**src/rtl/gpu_rect_scheduler_if.sv**
```systemverilog
// Requester-side command channel for gpu_rect_scheduler.
// Ports: valid, ready (accept when both high), x1/x2, y1/y2 corners.
interface gpu_rect_scheduler_if #(
    parameter int WIDTH_BITS  = 11,
    parameter int HEIGHT_BITS = 10
);
    logic                   valid;
    logic                   ready;
    logic [WIDTH_BITS-1:0]  x1;
    logic [WIDTH_BITS-1:0]  x2;
    logic [HEIGHT_BITS-1:0] y1;
    logic [HEIGHT_BITS-1:0] y2;

    modport master (output valid, x1, x2, y1, y2, input ready);
    modport slave  (input valid, x1, x2, y1, y2, output ready);
endinterface

```
**src/rtl/gpu_rect_scheduler.sv**
```systemverilog
// Round-robin scheduler sharing one rectangle-fill rasterizer between two
// requesters; normalizes/clips corners and runs the level start/done protocol.
// Ports: clk, rst (sync, active high); req0/req1 command channels (slave);
// fr_x1_o/fr_x2_o/fr_y1_o/fr_y2_o corners, fr_start_o level start, fr_done_i
// completion pulse; grant_o owner id, busy_o, cmd_done_o per-requester pulse,
// err_o sticky watchdog abort.
// Option: define GPU_RECT_TIMEOUT_EN to enable the RUN-state watchdog.
module gpu_rect_scheduler #(
    parameter int WIDTH_BITS  = 11,
    parameter int HEIGHT_BITS = 10,
    parameter int X_MAX       = 639,
`ifdef GPU_RECT_TIMEOUT_EN
    parameter int Y_MAX       = 479,
    parameter int TIMEOUT_CYC = 2**20
`else
    parameter int Y_MAX       = 479
`endif
) (
    input  logic                   clk,
    input  logic                   rst,
    gpu_rect_scheduler_if.slave    req0,
    gpu_rect_scheduler_if.slave    req1,
    output logic [WIDTH_BITS-1:0]  fr_x1_o,
    output logic [WIDTH_BITS-1:0]  fr_x2_o,
    output logic [HEIGHT_BITS-1:0] fr_y1_o,
    output logic [HEIGHT_BITS-1:0] fr_y2_o,
    output logic                   fr_start_o,
    input  logic                   fr_done_i,
    output logic                   grant_o,
    output logic                   busy_o,
    output logic [1:0]             cmd_done_o,
    output logic                   err_o
);
    localparam logic [WIDTH_BITS-1:0]  X_LIM = WIDTH_BITS'(X_MAX);
    localparam logic [HEIGHT_BITS-1:0] Y_LIM = HEIGHT_BITS'(Y_MAX);

    typedef enum logic [2:0] {
        IDLE, ARB, LOAD, START, RUN, DONE, GAP
    } state_t;

    state_t state_q, state_d;
    logic   rr_q, rr_d;
    logic   grant_q, grant_d;
    logic [WIDTH_BITS-1:0]  x1_q, x1_d, x2_q, x2_d;
    logic [HEIGHT_BITS-1:0] y1_q, y1_d, y2_q, y2_d;

    logic timeout_hit;
    logic cmd_ok;

    logic                   win;
    logic [WIDTH_BITS-1:0]  sx1, sx2, nx_lo, nx_hi;
    logic [HEIGHT_BITS-1:0] sy1, sy2, ny_lo, ny_hi;

    // Winner: rr pointer only matters when both requesters are valid.
    always_comb begin
        win = (req0.valid && req1.valid) ? rr_q : req1.valid;
        sx1 = win ? req1.x1 : req0.x1;
        sx2 = win ? req1.x2 : req0.x2;
        sy1 = win ? req1.y1 : req0.y1;
        sy2 = win ? req1.y2 : req0.y2;
        nx_lo = (sx1 > sx2) ? sx2 : sx1;
        nx_hi = (sx1 > sx2) ? sx1 : sx2;
        ny_lo = (sy1 > sy2) ? sy2 : sy1;
        ny_hi = (sy1 > sy2) ? sy1 : sy2;
        if (nx_lo > X_LIM) nx_lo = X_LIM;
        if (nx_hi > X_LIM) nx_hi = X_LIM;
        if (ny_lo > Y_LIM) ny_lo = Y_LIM;
        if (ny_hi > Y_LIM) ny_hi = Y_LIM;
    end

    always_comb begin
        state_d    = state_q;
        rr_d       = rr_q;
        grant_d    = grant_q;
        x1_d       = x1_q;
        x2_d       = x2_q;
        y1_d       = y1_q;
        y2_d       = y2_q;
        req0.ready = 1'b0;
        req1.ready = 1'b0;
        fr_start_o = 1'b0;
        busy_o     = 1'b0;
        cmd_done_o = 2'b00;
        unique case (state_q)
            IDLE: begin
                if (req0.valid || req1.valid) state_d = ARB;
            end
            ARB: begin
                // A requester that withdrew before this cycle is simply skipped.
                if (req0.valid || req1.valid) begin
                    req0.ready = ~win;
                    req1.ready = win;
                    grant_d    = win;
                    rr_d       = ~win;
                    x1_d       = nx_lo;
                    x2_d       = nx_hi;
                    y1_d       = ny_lo;
                    y2_d       = ny_hi;
                    state_d    = LOAD;
                end else begin
                    state_d = IDLE;
                end
            end
            LOAD: begin
                busy_o  = 1'b1;
                state_d = START;
            end
            START: begin
                busy_o     = 1'b1;
                fr_start_o = 1'b1;
                state_d    = RUN;
            end
            RUN: begin
                busy_o     = 1'b1;
                fr_start_o = 1'b1;
                if (fr_done_i || timeout_hit) state_d = DONE;
            end
            DONE: begin
                if (cmd_ok) cmd_done_o = grant_q ? 2'b10 : 2'b01;
                state_d = GAP;
            end
            GAP: begin
                state_d = IDLE;
            end
            default: state_d = IDLE;
        endcase
    end

    always_ff @(posedge clk) begin
        if (rst) begin
            state_q <= IDLE;
            rr_q    <= 1'b0;
            grant_q <= 1'b0;
            x1_q    <= '0;
            x2_q    <= '0;
            y1_q    <= '0;
            y2_q    <= '0;
        end else begin
            state_q <= state_d;
            rr_q    <= rr_d;
            grant_q <= grant_d;
            x1_q    <= x1_d;
            x2_q    <= x2_d;
            y1_q    <= y1_d;
            y2_q    <= y2_d;
        end
    end

`ifdef GPU_RECT_TIMEOUT_EN
    logic [20:0] cnt_q, cnt_d;
    logic        abort_q, abort_d;
    logic        err_q, err_d;

    // Fires on the TIMEOUT_CYC-th RUN cycle; a same-cycle done wins.
    assign timeout_hit = (state_q == RUN) && !fr_done_i
                         && (cnt_q == 21'(TIMEOUT_CYC - 1));
    assign cmd_ok = ~abort_q;
    assign err_o  = err_q;

    always_comb begin
        cnt_d   = cnt_q;
        abort_d = abort_q;
        err_d   = err_q;
        if (state_q == START) begin
            cnt_d   = '0;
            abort_d = 1'b0;
        end else if (state_q == RUN) begin
            cnt_d = cnt_q + 21'd1;
            if (timeout_hit) begin
                abort_d = 1'b1;
                err_d   = 1'b1;
            end
        end
    end

    always_ff @(posedge clk) begin
        if (rst) begin
            cnt_q   <= '0;
            abort_q <= 1'b0;
            err_q   <= 1'b0;
        end else begin
            cnt_q   <= cnt_d;
            abort_q <= abort_d;
            err_q   <= err_d;
        end
    end
`else
    assign timeout_hit = 1'b0;
    assign cmd_ok      = 1'b1;
    assign err_o       = 1'b0;
`endif

    assign grant_o = grant_q;
    assign fr_x1_o = x1_q;
    assign fr_x2_o = x2_q;
    assign fr_y1_o = y1_q;
    assign fr_y2_o = y2_q;
endmodule
```
**src/flat_wrapper.sv**
```systemverilog
// flat-port wrapper written by rule: the top's interface ports become plain ports
module gpu_rect_scheduler_flat 
#(
    parameter int WIDTH_BITS  = 11,
    parameter int HEIGHT_BITS = 10,
    parameter int X_MAX       = 639,

    parameter int Y_MAX       = 479

)
  (clk, rst, fr_x1_o, fr_x2_o, fr_y1_o, fr_y2_o, fr_start_o, fr_done_i, grant_o, busy_o, cmd_done_o, err_o, req0_valid, req0_x1, req0_x2, req0_y1, req0_y2, req0_ready, req1_valid, req1_x1, req1_x2, req1_y1, req1_y2, req1_ready);
  gpu_rect_scheduler_if #(.WIDTH_BITS(WIDTH_BITS), .HEIGHT_BITS(HEIGHT_BITS)) req0_i ();
  gpu_rect_scheduler_if #(.WIDTH_BITS(WIDTH_BITS), .HEIGHT_BITS(HEIGHT_BITS)) req1_i ();
  input  logic clk;
  input  logic rst;
  output logic [WIDTH_BITS-1:0] fr_x1_o;
  output logic [WIDTH_BITS-1:0] fr_x2_o;
  output logic [HEIGHT_BITS-1:0] fr_y1_o;
  output logic [HEIGHT_BITS-1:0] fr_y2_o;
  output logic fr_start_o;
  input  logic fr_done_i;
  output logic grant_o;
  output logic busy_o;
  output logic [1:0] cmd_done_o;
  output logic err_o;
  input wire logic [$bits(req0_i.valid)-1:0] req0_valid;
  input wire logic [$bits(req0_i.x1)-1:0] req0_x1;
  input wire logic [$bits(req0_i.x2)-1:0] req0_x2;
  input wire logic [$bits(req0_i.y1)-1:0] req0_y1;
  input wire logic [$bits(req0_i.y2)-1:0] req0_y2;
  output wire logic [$bits(req0_i.ready)-1:0] req0_ready;
  input wire logic [$bits(req1_i.valid)-1:0] req1_valid;
  input wire logic [$bits(req1_i.x1)-1:0] req1_x1;
  input wire logic [$bits(req1_i.x2)-1:0] req1_x2;
  input wire logic [$bits(req1_i.y1)-1:0] req1_y1;
  input wire logic [$bits(req1_i.y2)-1:0] req1_y2;
  output wire logic [$bits(req1_i.ready)-1:0] req1_ready;
  assign req0_i.valid = req0_valid;
  assign req0_i.x1 = req0_x1;
  assign req0_i.x2 = req0_x2;
  assign req0_i.y1 = req0_y1;
  assign req0_i.y2 = req0_y2;
  assign req0_ready = req0_i.ready;
  assign req1_i.valid = req1_valid;
  assign req1_i.x1 = req1_x1;
  assign req1_i.x2 = req1_x2;
  assign req1_i.y1 = req1_y1;
  assign req1_i.y2 = req1_y2;
  assign req1_ready = req1_i.ready;
  gpu_rect_scheduler #(.WIDTH_BITS(WIDTH_BITS), .HEIGHT_BITS(HEIGHT_BITS), .X_MAX(X_MAX), .Y_MAX(Y_MAX)) u_core (.clk(clk), .rst(rst), .req0(req0_i), .req1(req1_i), .fr_x1_o(fr_x1_o), .fr_x2_o(fr_x2_o), .fr_y1_o(fr_y1_o), .fr_y2_o(fr_y2_o), .fr_start_o(fr_start_o), .fr_done_i(fr_done_i), .grant_o(grant_o), .busy_o(busy_o), .cmd_done_o(cmd_done_o), .err_o(err_o));
endmodule
```
**config.mk**
```make
export PLATFORM = sky130hd
export DESIGN_NAME = gpu_rect_scheduler_flat
export DESIGN_NICKNAME = d
export VERILOG_FILES = /design/src/rtl/gpu_rect_scheduler_if.sv /design/src/rtl/gpu_rect_scheduler.sv /design/src/flat_wrapper.sv
export SDC_FILE = /design/constraint.sdc
export NUM_CORES = 1
export LEC_CHECK = 0
export ABC_AREA = 1
export BUFFER_PORTS_ARGS = -buffer_cell sky130_fd_sc_hd__buf_4
export CAP_MARGIN = 0
export CORE_UTILIZATION = 35
export DETAILED_ROUTE_END_ITERATION = 7
export PLACE_DENSITY = 0.71
export RECOVER_POWER = 50
export SYNTH_ARGS = -nofsm -noshare
export SYNTH_HDL_FRONTEND = slang
export SYNTH_SLANG_ARGS = --single-unit
```
**constraint.sdc**
```tcl
create_clock -name clk -period 2.7 [get_ports clk]
set_input_delay 0.54 -clock clk [delete_from_list [all_inputs] [get_ports clk]]
set_output_delay 0.54 -clock clk [all_outputs]
set_load 0.005 [all_outputs]
```
==> flow_metrics.env, run 1 <==
export IMPL_status="complete, but fails checks"
export IMPL_violations="negative setup slack"
export IMPL_yosysMostFrequentCell="nand2_1"
export IMPL_wl_um=13500
export IMPL_post_dp_cell_area_sq_mm=0.00542
export IMPL_power_density_mw_per_mm2=467
export IMPL_cp_arrival_ps=2950
export IMPL_p_switching_uw=1230
export IMPL_syn_nets=744
export IMPL_grt_pass1_vias=4142
export IMPL_met3_usage_pct=2.64
export IMPL_cp_required_ps=2930
export IMPL_fin_crit_ps=2720
export IMPL_clock_latency_ps=310
export IMPL_vdd_drop_max_uv=238
export IMPL_grt_usage_pct=21.5
export IMPL_hold_class="reg -> reg"
export IMPL_p_sw_share_pct=39.9
export IMPL_routedWlPerCell_um=13.7
export IMPL_die_width_um=106
export IMPL_grt_max_degree=31
export IMPL_yosysTopAreaCell="dfxtp_1"
export IMPL_ys_types=35
export IMPL_drt_initial_drc_count=205
export IMPL_numClockSinks=47
export IMPL_start_kind="primary input"
export IMPL_syn_avg_cell_area_sq_um=5.98
export IMPL_dp_cells=944
export IMPL_port_buffers=137
export IMPL_drt_pass1_iter_count=4
export IMPL_finalNonFillerCells=980
export IMPL_clock_skew_ps=12.7
export IMPL_hold_buffers=0
export IMPL_row_count=37
export IMPL_combPwrFrac_pct=55.6
export IMPL_h_tree_depth=2
export IMPL_p_leak_uw=0.00342
export IMPL_worst_pin_slew_ps=567
export IMPL_reg2reg_depth=20
export IMPL_hold_viol_final=0
export IMPL_yosysTopAreaCellShare_pct=24.8
export IMPL_final_net_count=953
export IMPL_rr_endpoint="u_core.fr_x2_o[3]$_SDFFE_PP0P_"
export IMPL_crit_fanout=8
export IMPL_antenna_found_initial=0
export IMPL_ys_flop_type="dfxtp_1"
export IMPL_die_h_um=106
export IMPL_cts_path_max_buffers=2
export IMPL_start_util_pct=36.4
export IMPL_cts_tree="built"
export IMPL_core_area_sq_mm=0.0104
export IMPL_reg2reg_from="u_core.rr_q$_SDFFE_PP0P_"
export IMPL_ant_nets=0
export IMPL_drive_gt1_share_pct=47.6
export IMPL_syn_inst=634
export IMPL_io_pins=139
export IMPL_via_count=4712
export IMPL_gp_congestion=0.846
export IMPL_maxCapViolCount=0
export IMPL_busiest_layer="met2"
export IMPL_synth_seq_cells=47
export IMPL_clock_fmax_mhz=367
export IMPL_synth_common_cells="nand2_1, inv_1, nand3_1"
export IMPL_slew_headroom_pct=62.0
export IMPL_ff2ff_setup_slack_ps=-10
export IMPL_grt_overflow_total=0
export IMPL_grt_pass1_wl_um=19400
export IMPL_cts_root_buf="clkbuf_8"
export IMPL_design_area_sq_mm=0.00661
export IMPL_synth_area_sq_mm=0.00379
export IMPL_path_clk_slew_ps=100
export IMPL_gr_usage_met2_pct=35.7
export IMPL_yosys_top_cells_area="dfxtp_1, nand2_1, inv_1, ha_1, nand3_1"
export IMPL_pwr_share_clk_pct=18.2
export IMPL_synth_seq_area_share_pct=24.8
export IMPL_crit_path_end="u_core.fr_x2_o[3]$_SDFFE_PP0P_"
export IMPL_worstSetupEndpointType="flop"
export IMPL_dp_hpwl_um=8890
export IMPL_die_area_sq_mm=0.0113
export IMPL_layout_area_overhead_vs_synth_pct=74.2
export IMPL_whs_ps=463
export IMPL_diodes=0
export IMPL_routed_via_density=4.81
export IMPL_cts_made_buffers=5
export IMPL_crit_type="in -> reg"
export IMPL_setup_viol=6
export IMPL_drv_slew=0
export IMPL_synth_warnings=0
export IMPL_p_seq_share_pct=26.2
export IMPL_period_share_pct=101
export IMPL_synth_edf_count=0
export IMPL_crit_start="req0_valid"
export IMPL_drc=0
export IMPL_setup_slack_ps=-21.4
export IMPL_rsz0062_at_grt="yes"
export IMPL_use_met1_pct=30.2
export IMPL_internal_power_uw=1860
export IMPL_synthArstFlopShare_pct=0
-- how the worst min path moves through the flow --
stage,from,end,slack (ps),cells past startpoint
4_1_cts,u_core.fr_y1_o[9]$_SDFFE_PP0P_,u_core.fr_y1_o[9]$_SDFFE_PP0P_,470,2
6_report,u_core.fr_y1_o[9]$_SDFFE_PP0P_,u_core.fr_y1_o[9]$_SDFFE_PP0P_,460,2
3_5_place_dp,u_core.fr_y1_o[9]$_SDFFE_PP0P_,u_core.fr_y1_o[9]$_SDFFE_PP0P_,450,2
3_3_place_gp,u_core.fr_x1_o[10]$_SDFFE_PP0P_,u_core.fr_x1_o[10]$_SDFFE_PP0P_,450,2
5_1_grt,rst,u_core.fr_y2_o[5]$_SDFFE_PP0P_,480,2
2_1_floorplan,u_core.state_q[0]$_SDFFE_PP0P_,u_core.state_q[0]$_SDFFE_PP0P_,450,1
-- final cells by class --
type / instances / area (sq um)
fillers: 916 / 3810
multi-input cells: 451 / 3010
repair buffers: 230 / 1940
flip-flops and latches: 47 / 942
inverters: 108 / 430
well taps: 136 / 170
clock buffers: 5 / 68.8
clock inverters: 3 / 46.3
-- power by group through the flow --
stage	clock network (uW)	logic, uW	registers [uW]
after detailed placement	0	1250	826
after CTS	577	1420	812
after global placement	0	1240	825
after floorplan	0	726	826
after global routing	606	1870	819
final	561	1720	810
-- sequential cells by signal, indices dropped and copies added, names as in the netlist --
register        count
u_core.fr_y1_o     10
u_core.state_q      3
u_core.fr_x2_o     11
u_core.rr_q         1
u_core.grant_o      1
u_core.fr_y2_o     10
u_core.fr_x1_o     11
-- worst max-delay path, stage by stage --
cell and delay (ps):
buf_8 100, inv_12 30, o21ai_4 150, buf_12 190
buf_12 150, nand2_1 80, o21ai_2 80, inv_1 80
ha_1 280, nand2_1 60, nor2_2 130, and2_4 150
nand2_2 60, nand3_4 150, buf_8 160, nand3_1 70
nand2_1 90, nand2_2 70, nand2_4 140, nand3_2 90
nand2_1 70, inv_1 30
-- kinds of logic (layout without fill, tap and decap cells) --
family	count (synthesis)	in the layout	synth area share (%)
simple gates	317	318	35.3
buf+inv	137	346	15.1
compound gates	110	110	17.5
flops	47	47	24.8
fa+ha+maj	21	21	6.93
other cells	1	1	0.0989
mux	1	1	0.264
-- per-layer routing --
metal  routed length [um]  vias up  part of all wire (%)
li1                     -     2404                     -
met1                 6390     2123                    48
met2                 6140      172                    46
met3                  791       13                   5.9
met4                  121        0                  0.90
met5                    0        -                     0
-- timing repair --
action,in CTS,in global routing
setup buffers,11,12
gates resized for setup,46,146
pin swaps,24,46
setup endpoints to repair,29,36
gates cloned,4,5
-- stage by stage --
stage	util [%]	setup TNS (ps)	total power (uW)	setup slack (ps)
3_3_place_gp	52.0	-10900	2060	-368
6_report	63.4	-60.5	3090	-21.4
3_5_place_dp	52.0	-12500	2080	-399
4_1_cts	56.6	0	2810	0.878
5_1_grt	63.4	-3440	3290	-187
2_1_floorplan	-	-629	1550	-49.8
-- cells in the final DEF (no fill, tap or decap), drive strengths merged, types with 2 or more instances in the layout --
cell type	synthesis	routed
nand4	2	2
nand3	51	51
ha	21	21
nor2	52	52
a21oi	30	30
inv	107	108
or2	7	7
and2	3	3
clkbuf	10	40
buf	19	195
o21ai	47	47
nand3b	4	4
o21a	27	27
a21boi	2	2
nand2	197	198
dfxtp	47	47
Note: power is estimated with default switching activity, not from simulation.
==> inputs of run 2 (changes only) <==
- CTS_CLUSTER_SIZE: unset -> 28
- PLACE_DENSITY: 0.71 -> 0.68
- SKIP_CTS_REPAIR_TIMING: unset -> 1
==> flow_metrics.env, run 2 (same netlist as run 1, synthesis figures left out) <==
export IMPL_cp_required_ps=2900
export IMPL_start_util_pct=36.4
export IMPL_grt_max_degree=39
export IMPL_gp_congestion=0.819
export IMPL_dp_worst_setup_slack_ps=-484
export IMPL_antenna_found_initial=0
export IMPL_routed_via_density=4.75
export IMPL_worstSetupEndpointType="flop"
export IMPL_via_count=4626
export IMPL_layout_area_overhead_vs_synth_pct=56.8
export IMPL_drt_pass1_iter_count=5
export IMPL_violations="negative setup slack"
export IMPL_met3_usage_pct=2.08
export IMPL_die_width_um=106
export IMPL_numClockSinks=47
export IMPL_maxCapViolCount=0
export IMPL_drt_initial_drc_count=180
export IMPL_cp_top_family="buffers and inverters"
export IMPL_worst_path_most_repeated_cell="nand2_1"
export IMPL_path_cells="buf_8 -> inv_12 -> o21ai_4 -> buf_12 -> clkbuf_16 -> nand2_1 -> a21boi_1 -> ha_1 -> nand2_1 -> nor2_2 -> buf_4 -> nand4_1 -> buf_6 -> nand2_8 -> buf_12 -> o21ai_1 -> nor2_1 -> nand3_1 -> nand2_1 -> inv_1"
export IMPL_p_switching_uw=1020
export IMPL_crit_fanout=25
export IMPL_grt_pass1_wl_um=18700
export IMPL_die_area_sq_mm=0.0113
export IMPL_pwr_share_clk_pct=16.9
export IMPL_core_area_sq_mm=0.0104
export IMPL_fin_crit_ps=2720
export IMPL_cts_path_max_buffers=2
export IMPL_setup_slack_ps=-21.2
export IMPL_start_kind="primary input"
export IMPL_h_tree_depth=2
export IMPL_drv_slew=0
export IMPL_hold_viol_final=0
export IMPL_dp_hpwl_um=9450
export IMPL_drc=0
export IMPL_drive_gt1_share_pct=38.3
export IMPL_path_buf_inv=8
export IMPL_period_share_pct=101
export IMPL_internal_power_uw=1680
export IMPL_grt_overflow_total=0
export IMPL_hold_class="reg -> reg"
export IMPL_row_count=37
export IMPL_cts_made_buffers=5
export IMPL_combPwrFrac_pct=53.1
export IMPL_slew_headroom_pct=64.0
export IMPL_fill_cells=990
export IMPL_grt_usage_pct=20.2
export IMPL_cts_root_buf="clkbuf_8"
export IMPL_grt_pass1_vias=4133
export IMPL_path_clk_slew_ps=80
export IMPL_ant_nets=0
export IMPL_layout_common_cells="buf_4, nand2_1, inv_1, dfxtp_1, nand3_1"
export IMPL_cp_arrival_ps=2920
export IMPL_slowest_stage="ha_1"
export IMPL_p_sw_share_pct=37.8
export IMPL_diodes=0
export IMPL_setup_viol=2
export IMPL_power_density_mw_per_mm2=455
export IMPL_crit_type="in -> reg"
export IMPL_fin_tns_setup_ps=-28.4
export IMPL_io_pins=139
export IMPL_die_h_um=106
export IMPL_port_buffers=137
export IMPL_clock_skew_ps=3.47
export IMPL_worst_pin_slew_ps=537
export IMPL_use_met1_pct=27.9
export IMPL_layout_commonest_cell="buf_4"
export IMPL_wl_um=12200
export IMPL_cts_tree="built"
export IMPL_final_net_count=947
export IMPL_cpPeakStageDelay_ps=310
export IMPL_clock_latency_ps=300
export IMPL_ff2ff_setup_slack_ps=-20
export IMPL_status="complete, but fails checks"
export IMPL_clock_fmax_mhz=367
export IMPL_vdd_drop_max_uv=257
export IMPL_gr_usage_met2_pct=33.9
export IMPL_p_leak_uw=0.00329
export IMPL_p_seq_share_pct=30.1
export IMPL_rsz0062_at_grt="yes"
export IMPL_routedWlPerCell_um=12.6
export IMPL_busiest_layer="met2"
[run 2: changes by cell type in the layout (fill, tap and decap cells not counted), sizes merged]
cell and delta:
buf -4, bufinv -1, clkbuf +2, clkinvlp -1
inv -1, nand2 -1
[run 2: cell type report]
| class | count | area [sq um] | share of cell area [%] |
|---|---|---|---|
| tap | 136 | 170 | 2.86 |
| inverter | 108 | 420 | 7.07 |
| clock buffer | 8 | 100 | 1.68 |
| multi-input combinational | 450 | 2490 | 41.9 |
| timing repair buffer | 225 | 1820 | 30.6 |
| sequential | 47 | 942 | 15.8 |
[run 2: worst paths after layout]
check / start / endpoint / cells after the start
setup reg to reg: u_core.rr_q$_SDFFE_PP0P_ / u_core.fr_x1_o[1]$_SDFFE_PP0P_ / 18
setup / recovery: req0_valid / u_core.fr_x1_o[1]$_SDFFE_PP0P_ / 20
hold / removal: u_core.fr_x2_o[10]$_SDFFE_PP0P_ / u_core.fr_x2_o[10]$_SDFFE_PP0P_ / 2
hold reg to reg: u_core.fr_x2_o[10]$_SDFFE_PP0P_ / u_core.fr_x2_o[10]$_SDFFE_PP0P_ / 2
[run 2: through the flow]
step                      total power, uW  hold WS [ps]  utilization, %  cells  instance area [sq um]
after floorplan                      1550           451               -    634                   3850
after CTS                            2560           458            53.5    963                   5570
final                                2710           456            57.1    974                   5950
after global routing                 2900           495            57.1    974                   5950
after global placement               2060           443            52.6    955                   5470
after detailed placement             2100           444            52.6    955                   5470
[run 2: per-layer routing]
layer | part of all wire [%] | routed length (um)
met4 | 1.9 | 237
met3 | 5.3 | 646
met1 | 45 | 5480
met5 | 0 | 0
met2 | 48 | 5870
[run 2: worst min-delay path: cells and delay by family, from the launching register on]
family        cells  cell delay, ps
simple gates      1              70
flops             1             320
buf+inv           1              30
[run 2: power groups by stage]
stage               clock, uW  combinational [uW]  sequential, uW
floorplan                   0                 726             826
global placement            0                1240             829
detailed placement          0                1270             832
CTS                       465                1280             816
global route              491                1590             822
finish                    456                1440             814
